==> src/rtl/command_sequencer_pkg.sv <==
// Shared encodings for the command sequencer: input commands, op codes, FSM states
// and the CLEAR detection rule.
package command_sequencer_pkg;

  typedef enum logic [1:0] {
    CmdNop   = 2'b00,
    CmdPixel = 2'b01,
    CmdLine  = 2'b10,
    CmdRect  = 2'b11
  } cmd_e;

  typedef enum logic [1:0] {
    OpClear = 2'd0,
    OpPixel = 2'd1,
    OpLine  = 2'd2,
    OpRect  = 2'd3
  } op_e;

  typedef enum logic [1:0] {
    StIdle  = 2'd0,
    StLoad  = 2'd1,
    StIssue = 2'd2
  } state_e;

  // A PIXEL command whose whole payload is ones means CLEAR.
  function automatic logic is_clear(input logic [1:0] cmd, input logic payload_all_ones);
    return (cmd == CmdPixel) && payload_all_ones;
  endfunction

  // Non-NOP command encodings line up with their op codes.
  function automatic op_e cmd_to_op(input logic [1:0] cmd);
    return op_e'(cmd);
  endfunction

  // Parameter-word count at which the operation is complete.
  function automatic logic [1:0] last_pcnt(input op_e op);
    return (op == OpPixel) ? 2'd1 : 2'd3;
  endfunction

endpackage

==> src/rtl/command_sequencer_if.sv <==
// Command input stream and decoded-operation handshake of the command sequencer.
interface command_sequencer_if #(
  parameter int unsigned COORD_W = 3,
  parameter int unsigned PARAM_W = 5
);
  import command_sequencer_pkg::*;

  logic               in_en;
  logic [1:0]         in_cmd;
  logic [PARAM_W-1:0] in_param;
  logic               op_valid;
  logic               op_ready;
  op_e                op_code;
  logic [COORD_W-1:0] x1, y1, x2, y2, w, h;
  logic               busy;
  logic               err;

  modport slave (
    input  in_en, in_cmd, in_param, op_ready,
    output op_valid, op_code, x1, y1, x2, y2, w, h, busy, err
  );

  modport master (
    output in_en, in_cmd, in_param, op_ready,
    input  op_valid, op_code, x1, y1, x2, y2, w, h, busy, err
  );

endinterface

==> src/rtl/cmdseq_timeout.sv <==
// Idle-cycle watchdog for parameter loading; used only when CMDSEQ_TIMEOUT_EN is defined.
module cmdseq_timeout #(
  parameter int unsigned TO_W = 4
) (
  input  logic clk,
  input  logic rst_n,
  input  logic run,
  output logic fire
);

  localparam logic [TO_W-1:0] Last = TO_W'((1 << TO_W) - 2);

  logic [TO_W-1:0] cnt_q;

  always_ff @(posedge clk or negedge rst_n) begin
    if (!rst_n) begin
      cnt_q <= '0;
    end else if (run) begin
      cnt_q <= cnt_q + TO_W'(1);
    end else begin
      cnt_q <= '0;
    end
  end

  // Fires on the idle cycle that brings the count to its all-ones value.
  assign fire = run && (cnt_q == Last);

endmodule

==> src/rtl/command_sequencer.sv <==
// Decodes a command/parameter word stream into drawing operations with a valid/ready handshake.
// Optional load timeout enabled by defining CMDSEQ_TIMEOUT_EN.
module command_sequencer
  import command_sequencer_pkg::*;
#(
  parameter int unsigned COORD_W = 3,
  parameter int unsigned PARAM_W = 5,
  parameter int unsigned TO_W    = 4
) (
  input  logic               clk,
  input  logic               rst_n,
  command_sequencer_if.slave bus
);

  if (PARAM_W < COORD_W || TO_W < 2) begin : g_bad_param
    $error("command_sequencer: PARAM_W must be >= COORD_W and TO_W >= 2");
  end

  state_e             state_q;
  logic [1:0]         pcnt_q;
  logic               op_valid_q;
  logic               err_q;
  op_e                op_code_q;
  logic [COORD_W-1:0] x1_q, y1_q, x2_q, y2_q, w_q, h_q;

  logic               start_cmd;
  logic               clear_cmd;
  logic [COORD_W-1:0] coord;

  assign coord     = bus.in_param[COORD_W-1:0];
  assign start_cmd = bus.in_en && (bus.in_cmd != CmdNop) && (state_q != StIssue);
  assign clear_cmd = is_clear(bus.in_cmd, &bus.in_param);

`ifdef CMDSEQ_TIMEOUT_EN
  logic timeout;

  cmdseq_timeout #(
    .TO_W (TO_W)
  ) u_timeout (
    .clk   (clk),
    .rst_n (rst_n),
    .run   ((state_q == StLoad) && !bus.in_en),
    .fire  (timeout)
  );
`endif

  always_ff @(posedge clk or negedge rst_n) begin
    if (!rst_n) begin
      state_q    <= StIdle;
      pcnt_q     <= 2'd0;
      op_valid_q <= 1'b0;
      err_q      <= 1'b0;
      op_code_q  <= OpClear;
      x1_q       <= '0;
      y1_q       <= '0;
      x2_q       <= '0;
      y2_q       <= '0;
      w_q        <= '0;
      h_q        <= '0;
    end else begin
      err_q <= 1'b0;
      unique case (state_q)
        StIdle, StLoad: begin
          if (start_cmd) begin
            // A command word mid-load abandons the partial command and starts afresh.
            err_q <= (state_q == StLoad);
            if (clear_cmd) begin
              op_code_q  <= OpClear;
              x1_q       <= '1;
              y1_q       <= '1;
              pcnt_q     <= 2'd0;
              op_valid_q <= 1'b1;
              state_q    <= StIssue;
            end else begin
              op_code_q <= cmd_to_op(bus.in_cmd);
              x1_q      <= coord;
              pcnt_q    <= 2'd1;
              state_q   <= StLoad;
            end
          end else if (state_q == StLoad && bus.in_en) begin
            unique case (pcnt_q)
              2'd1:    y1_q <= coord;
              2'd2:    if (op_code_q == OpLine) x2_q <= coord; else w_q <= coord;
              default: if (op_code_q == OpLine) y2_q <= coord; else h_q <= coord;
            endcase
            if (pcnt_q == last_pcnt(op_code_q)) begin
              pcnt_q     <= 2'd0;
              op_valid_q <= 1'b1;
              state_q    <= StIssue;
            end else begin
              pcnt_q <= pcnt_q + 2'd1;
            end
`ifdef CMDSEQ_TIMEOUT_EN
          end else if (state_q == StLoad && timeout) begin
            pcnt_q  <= 2'd0;
            err_q   <= 1'b1;
            state_q <= StIdle;
`endif
          end
        end
        StIssue: begin
          err_q <= bus.in_en;
          if (bus.op_ready) begin
            op_valid_q <= 1'b0;
            state_q    <= StIdle;
          end
        end
        default: begin
          op_valid_q <= 1'b0;
          state_q    <= StIdle;
        end
      endcase
    end
  end

  assign bus.op_valid = op_valid_q;
  assign bus.op_code  = op_code_q;
  assign bus.x1       = x1_q;
  assign bus.y1       = y1_q;
  assign bus.x2       = x2_q;
  assign bus.y2       = y2_q;
  assign bus.w        = w_q;
  assign bus.h        = h_q;
  assign bus.busy     = (state_q != StIdle);
  assign bus.err      = err_q;

endmodule

==> src/flat_wrapper.sv <==
// flat-port wrapper written by rule: the top's interface ports become plain ports
module command_sequencer_flat import command_sequencer_pkg::*;
#(
  parameter int unsigned COORD_W = 3,
  parameter int unsigned PARAM_W = 5,
  parameter int unsigned TO_W    = 4
)
  (clk, rst_n, bus_in_en, bus_in_cmd, bus_in_param, bus_op_ready, bus_op_valid, bus_op_code, bus_x1, bus_y1, bus_x2, bus_y2, bus_w, bus_h, bus_busy, bus_err);
  command_sequencer_if #(.COORD_W(COORD_W), .PARAM_W(PARAM_W)) bus_i ();
  input  logic clk;
  input  logic rst_n;
  input wire logic [$bits(bus_i.in_en)-1:0] bus_in_en;
  input wire logic [$bits(bus_i.in_cmd)-1:0] bus_in_cmd;
  input wire logic [$bits(bus_i.in_param)-1:0] bus_in_param;
  input wire logic [$bits(bus_i.op_ready)-1:0] bus_op_ready;
  output wire logic [$bits(bus_i.op_valid)-1:0] bus_op_valid;
  output wire logic [$bits(bus_i.op_code)-1:0] bus_op_code;
  output wire logic [$bits(bus_i.x1)-1:0] bus_x1;
  output wire logic [$bits(bus_i.y1)-1:0] bus_y1;
  output wire logic [$bits(bus_i.x2)-1:0] bus_x2;
  output wire logic [$bits(bus_i.y2)-1:0] bus_y2;
  output wire logic [$bits(bus_i.w)-1:0] bus_w;
  output wire logic [$bits(bus_i.h)-1:0] bus_h;
  output wire logic [$bits(bus_i.busy)-1:0] bus_busy;
  output wire logic [$bits(bus_i.err)-1:0] bus_err;
  assign bus_i.in_en = bus_in_en;
  assign bus_i.in_cmd = bus_in_cmd;
  assign bus_i.in_param = bus_in_param;
  assign bus_i.op_ready = bus_op_ready;
  assign bus_op_valid = bus_i.op_valid;
  assign bus_op_code = bus_i.op_code;
  assign bus_x1 = bus_i.x1;
  assign bus_y1 = bus_i.y1;
  assign bus_x2 = bus_i.x2;
  assign bus_y2 = bus_i.y2;
  assign bus_w = bus_i.w;
  assign bus_h = bus_i.h;
  assign bus_busy = bus_i.busy;
  assign bus_err = bus_i.err;
  command_sequencer #(.COORD_W(COORD_W), .PARAM_W(PARAM_W), .TO_W(TO_W)) u_core (.clk(clk), .rst_n(rst_n), .bus(bus_i));
endmodule
==> config.mk <==
export PLATFORM = sky130hd
export DESIGN_NAME = command_sequencer_flat
export DESIGN_NICKNAME = d
export VERILOG_FILES = /design/src/rtl/command_sequencer_pkg.sv /design/src/rtl/command_sequencer_if.sv /design/src/rtl/cmdseq_timeout.sv /design/src/rtl/command_sequencer.sv /design/src/flat_wrapper.sv
export SDC_FILE = /design/constraint.sdc
export NUM_CORES = 1
export LEC_CHECK = 0
export CORE_MARGIN = 2
export CORE_UTILIZATION = 39
export CTS_CLUSTER_SIZE = 16
export DETAILED_ROUTE_END_ITERATION = 8
export MAX_ROUTING_LAYER = met4
export PLACE_DENSITY = 0.76
export SLEW_MARGIN = 20
export SYNTH_ARGS = -nofsm -noshare
export SYNTH_HDL_FRONTEND = slang
export SYNTH_SLANG_ARGS = --single-unit
==> constraint.sdc <==
create_clock -name clk -period 1.5 [get_ports clk]
set_input_delay 0.225 -clock clk [delete_from_list [all_inputs] [get_ports clk]]
set_output_delay 0.225 -clock clk [all_outputs]
set_load 0.01 [all_outputs]
## Word level (Yosys, flattened, before mapping)

Index checks and enable logic that the tools add are counted.

| word-level totals | value |
|---|---|
| register bits | 26 |
| output and inout port bits | 23 |
| input bits | 11 |

| operators by class | value |
|---|---|
| reduce and logical (&&, ||, !) cells | 21 |
| add/subtract/negate cells | 1 |
| equality and inequality tests | 14 |
| bitwise logic cells | 3 |
| mux-type cells | 25 |

Operators by type and width:

| operator | count |
|---|---|
| AND reduction 5 bit | 5 |
| two-way mux 2 bit | 10 |
| two-way mux 3 bit | 5 |
| equality test 2 x 1 -> 1 bit, second input constant | 4 |
| AND reduction 4 bit | 2 |
| nonzero test 2 bit | 4 |
| two-way mux 1 bit | 7 |
| equality test 2 bit, second input constant | 3 |
| != test 2 bit, second input constant | 3 |
| != test 3 x 1 -> 1 bit, second input constant | 2 |
| logical AND 1 bit | 4 |
| one-hot mux 1 bit (2 select lines) | 2 |
| one-hot mux 2 bit (2 select lines) | 1 |
| AND reduction 2 bit | 2 |
| OR reduction 2 bit | 2 |
| != test 3 bit, second input constant | 1 |
| NOT 1 bit | 3 |
| AND reduction 3 bit | 1 |
| adder 2 x 1 -> 2 bit, second input constant | 1 |
| equality test 2 bit | 1 |
| zero test 2 bit | 1 |

## Logic depth before layout (Yosys ltp)

Gate-level depths: netlist of run 1.

| depth | value |
|---|---|
| depth in word-level cells | 7 |
| mapped depth | 5 |

## Worst setup path before layout of run 1

Ideal clock, no wire load.

| timing path | value |
|---|---|
| kind | register to register |
| from | reg u_core.state_q[1] |
| to | reg u_core.op_code_q[1] (netlist: u_core.bus.op_code[1]) |
| setup slack | 0.065 ns |
| arrival time | 1.311 ns |
| stages on the path, launching flop included | 5 |
| period minus slack after synthesis | 1.435 ns |
| path through | dfrtp_1 clkbuf_1 nand2b_1 nor2_2 mux2_2 |

| on the way | value |
|---|---|
| cells in the longest elaborated chain, start to end | 3 |
| elaborated cells between the ends (all ways) | 6 |
| those cells by class | eq/ne (2); reduce/logical (4) |

Ends and longest elaborated chain:

| what | line | text |
|---|---|---|
| from (decl) | command_sequencer.sv:19 | `state_e state_q;` |
| from (signal assigned) | command_sequencer.sv:49 | `state_q <= StIdle;` |
| from (signal assigned) | command_sequencer.sv:73 | `state_q <= StIssue;` |
| from (signal assigned) | command_sequencer.sv:78 | `state_q <= StLoad;` |
| equality test 2 x 1 -> 1 bit (tied with other cells) | command_sequencer.sv:62 | `unique case (state_q)` |
| OR reduction 2 bit / logical AND 1 bit (equally long branches) | command_sequencer.sv:62, command_sequencer.sv:31 |  |
| AND reduction 2 bit (no source line) * | -- |  |
| to (signal assigned) | command_sequencer.sv:53 | `op_code_q <= OpClear;` |
| to (signal assigned) | command_sequencer.sv:68 | `op_code_q <= OpClear;` |
| to (signal assigned) | command_sequencer.sv:75 | `op_code_q <= cmd_to_op(bus.in_cmd);` |
| to (decl) | command_sequencer.sv:23 | `op_e op_code_q;` |

Every way passes the cells marked *; elsewhere a longest branch is shown, timed or not.
A chain may end at the register's enable or synchronous reset.

## Worst setup path after layout of run 1

| timing path | value |
|---|---|
| from | in bus_in_cmd[1] |
| to | reg u_core.y1_q[1] (netlist: u_core.bus.y1[1]) |

| on the way | value |
|---|---|
| cells in the longest elaborated chain, start to end | 5 |
| elaborated cells between the ends (all ways) | 10 |
| those cells by class | eq/ne (2); mux (1); reduce/logical (7) |

Ends and longest elaborated chain:

| what | line | text |
|---|---|---|
| from (decl) | flat_wrapper.sv:13 | `input wire logic [$bits(bus_i.in_cmd)-1:0] bus_in_cmd;` |
| nonzero test 2 bit | command_sequencer.sv:31 | `assign start_cmd = bus.in_en && (bus.in_cmd != CmdNop) && (state_q != StIssue);` |
| logical AND 1 bit (2 in series) | command_sequencer.sv:31 |  |
| != test 2 bit (no source line) / nonzero test 2 bit (equally long branches) | -- |  |
| AND reduction 4 bit (no source line) | -- |  |
| to (signal assigned) | command_sequencer.sv:82 | `2'd1: y1_q <= coord;` |
| to (decl) | command_sequencer.sv:24 | `logic [COORD_W-1:0] x1_q, y1_q, x2_q, y2_q, w_q, h_q;` |

Parallel ways exist; a longest one is shown, timed or not.

==> impl_metrics.ini, run 1 <==
[outcome]
run_status = finished with violations
failed_checks = setup timing

[global_routing]
first_global_vias = 1085
grt-ovfl-total = 0
grt_start_max_net_pins = 27
grt_usage = 0.189
antenna_found_initial = 0
wire_length_of_the_first_global_routing_pass_um = 5060

[synthesis]
synth-edff-count = 0
synth_simple_gate_area_share = 0.171
postSynthNetCount = 119
synth_warnings = 0
adder_cell_area_share_of_the_yosys_netlist = 0.0200
ys_dominant_reg_cell = sky130_fd_sc_hd__dfrtp_1
synth-seq-cells = 26
synth-xor-area-share = 0
yosysSeqAreaShare = 0.519
post_synth_instance_area_um2 = 1250
synth_async_sr_flop_share = 1.00
synthesis.area_per_instance_um2 = 11.8
synth_cell_type_count = 33
post_synthesis_instance_total = 106
main_combinational_cell_family_by_area_after_synthesis = simple AND/OR/NAND/NOR gates
synth.mux.area_fraction = 0.144
synth-compound-area-share = 0.126

[power_and_ir_drop]
finalPower_uw = 2090
pwr-share-comb = 0.391
sequential_power_share = 0.443
clock_power_share = 0.166
vdd_drop_max_mv = 0.568
total_leakage_power_uw = 0.000889
power_density_nw_per_um2 = 1130
net_sw_frac = 0.291
power_report.internal_total_uw = 1480
power_switching_uw = 607

[setup_path]
r2r_slack_ns = 0.02
worstSetupPathType = in2reg
crit_required_ns = 1.70
critPathSlowestCell = sky130_fd_sc_hd__or3b_2
cp_max_stage_delay_ns = 0.56
timing.critical_path.to_type = register
cp.arrival_ns = 1.70
critical_path_start_type = input pin
critical_path.cell_chain = clkdlybuf4s50_1, or3b_2, o41ai_1, a21oi_1
cp_max_fo = 6

[finish]
final_common_cell = sky130_fd_sc_hd__dfrtp_1
layout.nets = 176
insertedDiodeCount = 0
final_layout_size_suffix_gt1_frac = 0.309
most-common-layout-cells = 26 x sky130_fd_sc_hd__dfrtp_1, 25 x sky130_fd_sc_hd__clkdlybuf4s50_1, 21 x sky130_fd_sc_hd__buf_4
fin_cells = 206
fill_cells = 276
area_growth_syn_to_layout_pct = 47.6
postLayoutCoreUtil = 0.605

[timing]
fin_setup_tns_ns = -0.000254
fin_crit_ns = 1.50
hold_viol_final = 0
max-slew-margin-rel = 0.781
post-route-period-util = 1.00
maxSlewViolCount = 0
worst_clock_skew_ns = 0.00120
rsz0062_at_grt = true
fmaxAchievable_mhz = 667
setup_ws_ns = -0.000254
setup_violations = 1
max_slew.worst_pin.slew_ns = 0.328

[floorplan]
die-area_um2 = 3680
core-area_um2 = 3050
num_rows = 20
die_x_um = 60.7
die-height_um = 60.7
initial_core_util = 0.410
ports_placed_on_the_boundary = 34

[route]
routed-via-count = 1087
ant_nets = 0
drt_first_pass_iters = 5
route.detailed.vias_per_inst = 5.28
drt-wirelength-per-cell_um = 15.0
drc = 0
finalWirelength_um = 3100
drtIter0Drc = 34

[cts]
clock_sink_count = 26
cts_buffer_depth = 2
cts_buffers = 3
root_buffer_selected_by_cts = sky130_fd_sc_hd__clkbuf_4
clk_latency_ns = 0.31
cts_tree = yes
clk_pin_slew_ns = 0.14
h-tree-depth = 1

[placement]
gp_congestion = 0.913
dpl.cell_count = 198
port_buffers = 33
detailed_place_hpwl_um = 2340

[run]
timing.max_cap.violations = 0

[min_path]
hold_path.class = in2async
## sequential cells by signal, indices dropped and copies added, names as in the netlist, 2 cells and up
register	cells
u_core.bus.h	3
u_core.bus.y2	3
u_core.bus.y1	3
u_core.pcnt_q	2
u_core.state_q	2
u_core.bus.op_code	2
u_core.bus.x1	3
u_core.bus.w	3
u_core.bus.x2	3
## power groups by stage
stage / registers (µW) / clock network (µW) / logic (µW)
after floorplan: 1010 / 0 / 257
after CTS: 929 / 366 / 791
after global placement: 944 / 0 / 739
after detailed placement: 951 / 0 / 758
after global routing: 943 / 378 / 876
final: 925 / 346 / 817
## per-layer routing
layer	part of all wire	vias to the layer above	wire length [µm]	global-route usage
met5	0	-	0	-
met4	0.0094	0	29	0.0683
met3	0.052	4	161	0.00853
met2	0.49	40	1520	0.312
met1	0.45	535	1390	0.248
li1	-	508	-	-
## per-stage QoR
step	area [µm²]	hold slack, ns	setup WS (ns)
after CTS	1820	0.260	0.00180
after global routing	1850	0.275	-0.0587
final	1850	0.261	-0.000254
after floorplan	1250	-0.0706	0.0647
after global placement	1760	0.490	-0.293
after detailed placement	1760	0.492	-0.332
## cells by family (layout without fill, tap and decap cells)
logic type      count (synthesis)  count (layout)
flops                          26              26
compound gates                 23              23
mux                            16              16
simple gates                   33              33
buf+inv                         6              62
fa+ha+maj                       2               2
## layout make-up
class                   count  area (µm²)  area share
multi-input cells          74         591       0.320
well taps                  44        55.1      0.0298
repair buffers             55         504       0.273
clock buffers               4        36.3      0.0196
flip-flops and latches     26         651       0.352
inverters                   3        11.3     0.00609
## critical path, delay by kind of cell
kind	cells	cell delay, ns
buf+inv	1	0.53
compound gates	2	0.38
simple gates	1	0.56
## cells in the mapped netlist (2+ instances only)
library cell                n  share of area
sky130_fd_sc_hd__a31oi_1    4          0.020
sky130_fd_sc_hd__o41ai_1    3          0.021
sky130_fd_sc_hd__o21ai_0    5          0.020
sky130_fd_sc_hd__a221o_1    2          0.016
sky130_fd_sc_hd__nor2_1     4          0.012
sky130_fd_sc_hd__nor2b_1    4          0.020
sky130_fd_sc_hd__o21a_1     2          0.012
sky130_fd_sc_hd__or3b_2     2          0.014
sky130_fd_sc_hd__inv_1      3         0.0090
sky130_fd_sc_hd__nand2b_1   6          0.030
sky130_fd_sc_hd__a21oi_1    3          0.012
sky130_fd_sc_hd__nand4_1    4          0.020
sky130_fd_sc_hd__ha_1       2          0.020
sky130_fd_sc_hd__mux2_2    16           0.14
sky130_fd_sc_hd__nand2_1    3         0.0090
sky130_fd_sc_hd__dfrtp_1   26           0.52
## worst paths after layout
check,start,end,cells after the start
worst min register to register,u_core.bus.x2[0]$_DFFE_PN0P_,u_core.bus.x2[0]$_DFFE_PN0P_,1
worst max-delay path,bus_in_cmd[1],u_core.bus.y1[1]$_DFFE_PN0P_,4
max in group asynchronous,rst_n,u_core.bus.op_code[0]$_DFFE_PN0P_,2
worst min-delay path,rst_n,u_core.bus.y1[1]$_DFFE_PN0P_,2
min in group clk,bus_in_cmd[0],u_core.bus.op_code[0]$_DFFE_PN0P_,3
worst max register to register,u_core.state_q[0]$_DFFE_PN0P_,u_core.bus.y1[1]$_DFFE_PN0P_,4
## timing repair
| item | 4_1_cts | 5_1_grt |
|---|---|---|
| pin swaps | 0 | 1 |
| gates resized for setup | 4 | 11 |
| hold buffers | 0 | 0 |
| setup buffers | 3 | 1 |
| endpoints found under the setup margin | 4 | 24 |
| hold endpoints to repair | 0 | 0 |
Power figures use the tool's default switching activity.
==> inputs of run 2 (changes only) <==
--- a/config.mk
+++ b/config.mk
@@ -7,6 +7,7 @@
 export LEC_CHECK = 0
 export CORE_MARGIN = 2
 export CORE_UTILIZATION = 39
+export CTS_BUF_LIST = sky130_fd_sc_hd__clkbuf_4 sky130_fd_sc_hd__clkbuf_8
 export CTS_CLUSTER_SIZE = 16
 export DETAILED_ROUTE_END_ITERATION = 8
 export MAX_ROUTING_LAYER = met4
==> results of run 2 <==
No change in the layout: final DEF, timing and power equal those of run 1.
==> inputs of run 3 (changes only) <==
==> constraint.sdc (replaced) <==
create_clock -name clk -period 1.22 [get_ports clk]
set_input_delay 0.183 -clock clk [delete_from_list [all_inputs] [get_ports clk]]
set_output_delay 0.183 -clock clk [all_outputs]
set_load 0.01 [all_outputs]
==> run 3 against run 2 <==
  * The run still ends with setup timing left
  * Global-route usage is 1.7 points higher
  * Cell count increased by 6.8%
  * Design area up 13%
  * Power is 40% higher
  * Flip-flop and latch count stayed put
  * Sequential share of layout area decreased by 3.9 points
  * Largest power group is now combinational cells
==> impl_metrics.ini, run 3 (synthesis gave the netlist of run 1 again) <==
[cts]
cts_buffer_depth = 2
h-tree-depth = 1
cts_buffers = 3
cts_tree = yes
clk_latency_ns = 0.33
root_buffer_selected_by_cts = sky130_fd_sc_hd__clkbuf_4
cts.hold.buffers_added = 0
clk_pin_slew_ns = 0.14
clock_sink_count = 26

[setup_path]
cp.arrival_ns = 1.72
cp_max_fo = 5
critPathSlowestCell = sky130_fd_sc_hd__dfrtp_2
cp.depth = 5
critical_path.cell_chain = buf_6, nor2b_1, buf_4, nand4_1, mux2_4
cp_max_stage_delay_ns = 0.45
crit_path_start = u_core.state_q[1]$_DFFE_PN0P_
worst-r2r-cell-count = 5
crit_required_ns = 1.46
reg2reg_end = u_core.bus.y2[2]$_DFFE_PN0P_
path_buf_inv = 2
critical_path_start_type = register
path_delay_family = flip-flops
critical_path.reg2reg.startpoint = u_core.state_q[1]$_DFFE_PN0P_
worstSetupPathType = reg2reg
timing.critical_path.to_type = register
r2r_slack_ns = -0.26
worstSetupEndpoint = u_core.bus.y2[2]$_DFFE_PN0P_

[power_and_ir_drop]
power_report.internal_total_uw = 2080
power_density_nw_per_um2 = 1400
net_sw_frac = 0.288
finalPower_uw = 2930
clock_power_share = 0.204
pwr-share-comb = 0.408
total_leakage_power_uw = 0.000964
power_switching_uw = 843
sequential_power_share = 0.388
vdd_drop_max_mv = 1.01

[floorplan]
die-height_um = 60.7
num_rows = 20
initial_core_util = 0.410
core-area_um2 = 3050
die-area_um2 = 3680
die_x_um = 60.7
ports_placed_on_the_boundary = 34

[timing]
fin_crit_ns = 1.48
post-route-period-util = 1.21
max-slew-margin-rel = 0.777
rsz0062_at_grt = true
maxSlewViolCount = 0
setup_ws_ns = -0.261
setup_violations = 25
fmaxAchievable_mhz = 675
worst_clock_skew_ns = 0.00150
hold_viol_final = 0
max_slew.worst_pin.slew_ns = 0.335
hold_ws_ns = 0.178

[placement]
port_buffers = 33
detailed_place_hpwl_um = 2410
gp_congestion = 0.955

[global_routing]
antenna_found_initial = 0
grt_start_max_net_pins = 27
grt-ovfl-total = 0
grt_usage = 0.206
wire_length_of_the_first_global_routing_pass_um = 5350
first_global_vias = 1149

[route]
finalWirelength_um = 3480
drc = 0
drtIter0Drc = 45
route.detailed.vias_per_inst = 5.16
ant_nets = 0
drt-wirelength-per-cell_um = 15.8
drt_first_pass_iters = 4
routed-via-count = 1136

[finish]
final_layout_size_suffix_gt1_frac = 0.449
postLayoutCoreUtil = 0.683
layout.nets = 190
insertedDiodeCount = 0
area_growth_syn_to_layout_pct = 66.5
fill_cells = 235
most-common-layout-cells = 28 x sky130_fd_sc_hd__buf_4, 24 x sky130_fd_sc_hd__dfrtp_1, 19 x sky130_fd_sc_hd__clkdlybuf4s15_1
final_common_cell = sky130_fd_sc_hd__buf_4

[run]
timing.max_cap.violations = 0

[outcome]
failed_checks = setup timing
run_status = finished with violations

[min_path]
hold_path.class = in2async
-- run 3: layout make-up --
| class | count | area [µm²] | share of cell area |
|---|---|---|---|
| flip-flops and latches | 26 | 653 | 0.313 |
| inverters | 3 | 11.3 | 0.00540 |
| multi-input cells | 74 | 674 | 0.323 |
| clock inverters | 1 | 30.0 | 0.0144 |
| repair buffers | 69 | 639 | 0.307 |
| well taps | 44 | 55.1 | 0.0264 |
| clock buffers | 3 | 22.5 | 0.0108 |
-- run 3: per-stage QoR --
step                      TNS [ns]  cells  setup slack (ns)  area, µm²
after floorplan              -1.67    106            -0.104       1310
after global placement      -11.50    199            -0.512       1820
after detailed placement    -12.71    199            -0.567       1820
after CTS                    -3.68    213            -0.223       1960
after global routing         -5.46    220            -0.325       2090
final                        -4.03    220            -0.261       2090
-- run 3: how the worst min path moves through the flow --
stage / start / end / slack, ns
floorplan: rst_n / u_core.bus.err$_DFF_PN0_ / -0.11
global placement: u_core.bus.h[2]$_DFFE_PN0P_ / u_core.bus.h[2]$_DFFE_PN0P_ / 0.49
detailed placement: u_core.bus.y2[0]$_DFFE_PN0P_ / u_core.bus.y2[0]$_DFFE_PN0P_ / 0.49
CTS: rst_n / u_core.state_q[0]$_DFFE_PN0P_ / 0.18
global route: rst_n / u_core.state_q[0]$_DFFE_PN0P_ / 0.18
finish: rst_n / u_core.bus.err$_DFF_PN0_ / 0.18
-- run 3: what timing repair did --
item	CTS	global route
endpoints found under the setup margin	48	47
buffers inserted	10	8
pin swaps	6	5
resized for setup	44	35
-- run 3: layer usage --
metal | track usage | up-vias | part of all wire
met5 | - | - | 0
met4 | 0.112 | 0 | 0.031
met3 | 0.0235 | 9 | 0.038
met2 | 0.320 | 31 | 0.51
met1 | 0.262 | 559 | 0.42
li1 | - | 537 | -
-- run 3: power groups by stage --
| stage | registers (µW) | logic [µW] | clock network (µW) |
|---|---|---|---|
| floorplan | 1240 | 349 | 0 |
| global route | 1160 | 1280 | 639 |
| finish | 1140 | 1190 | 598 |
| CTS | 1130 | 1030 | 606 |
| detailed placement | 1180 | 989 | 0 |
| global placement | 1160 | 959 | 0 |
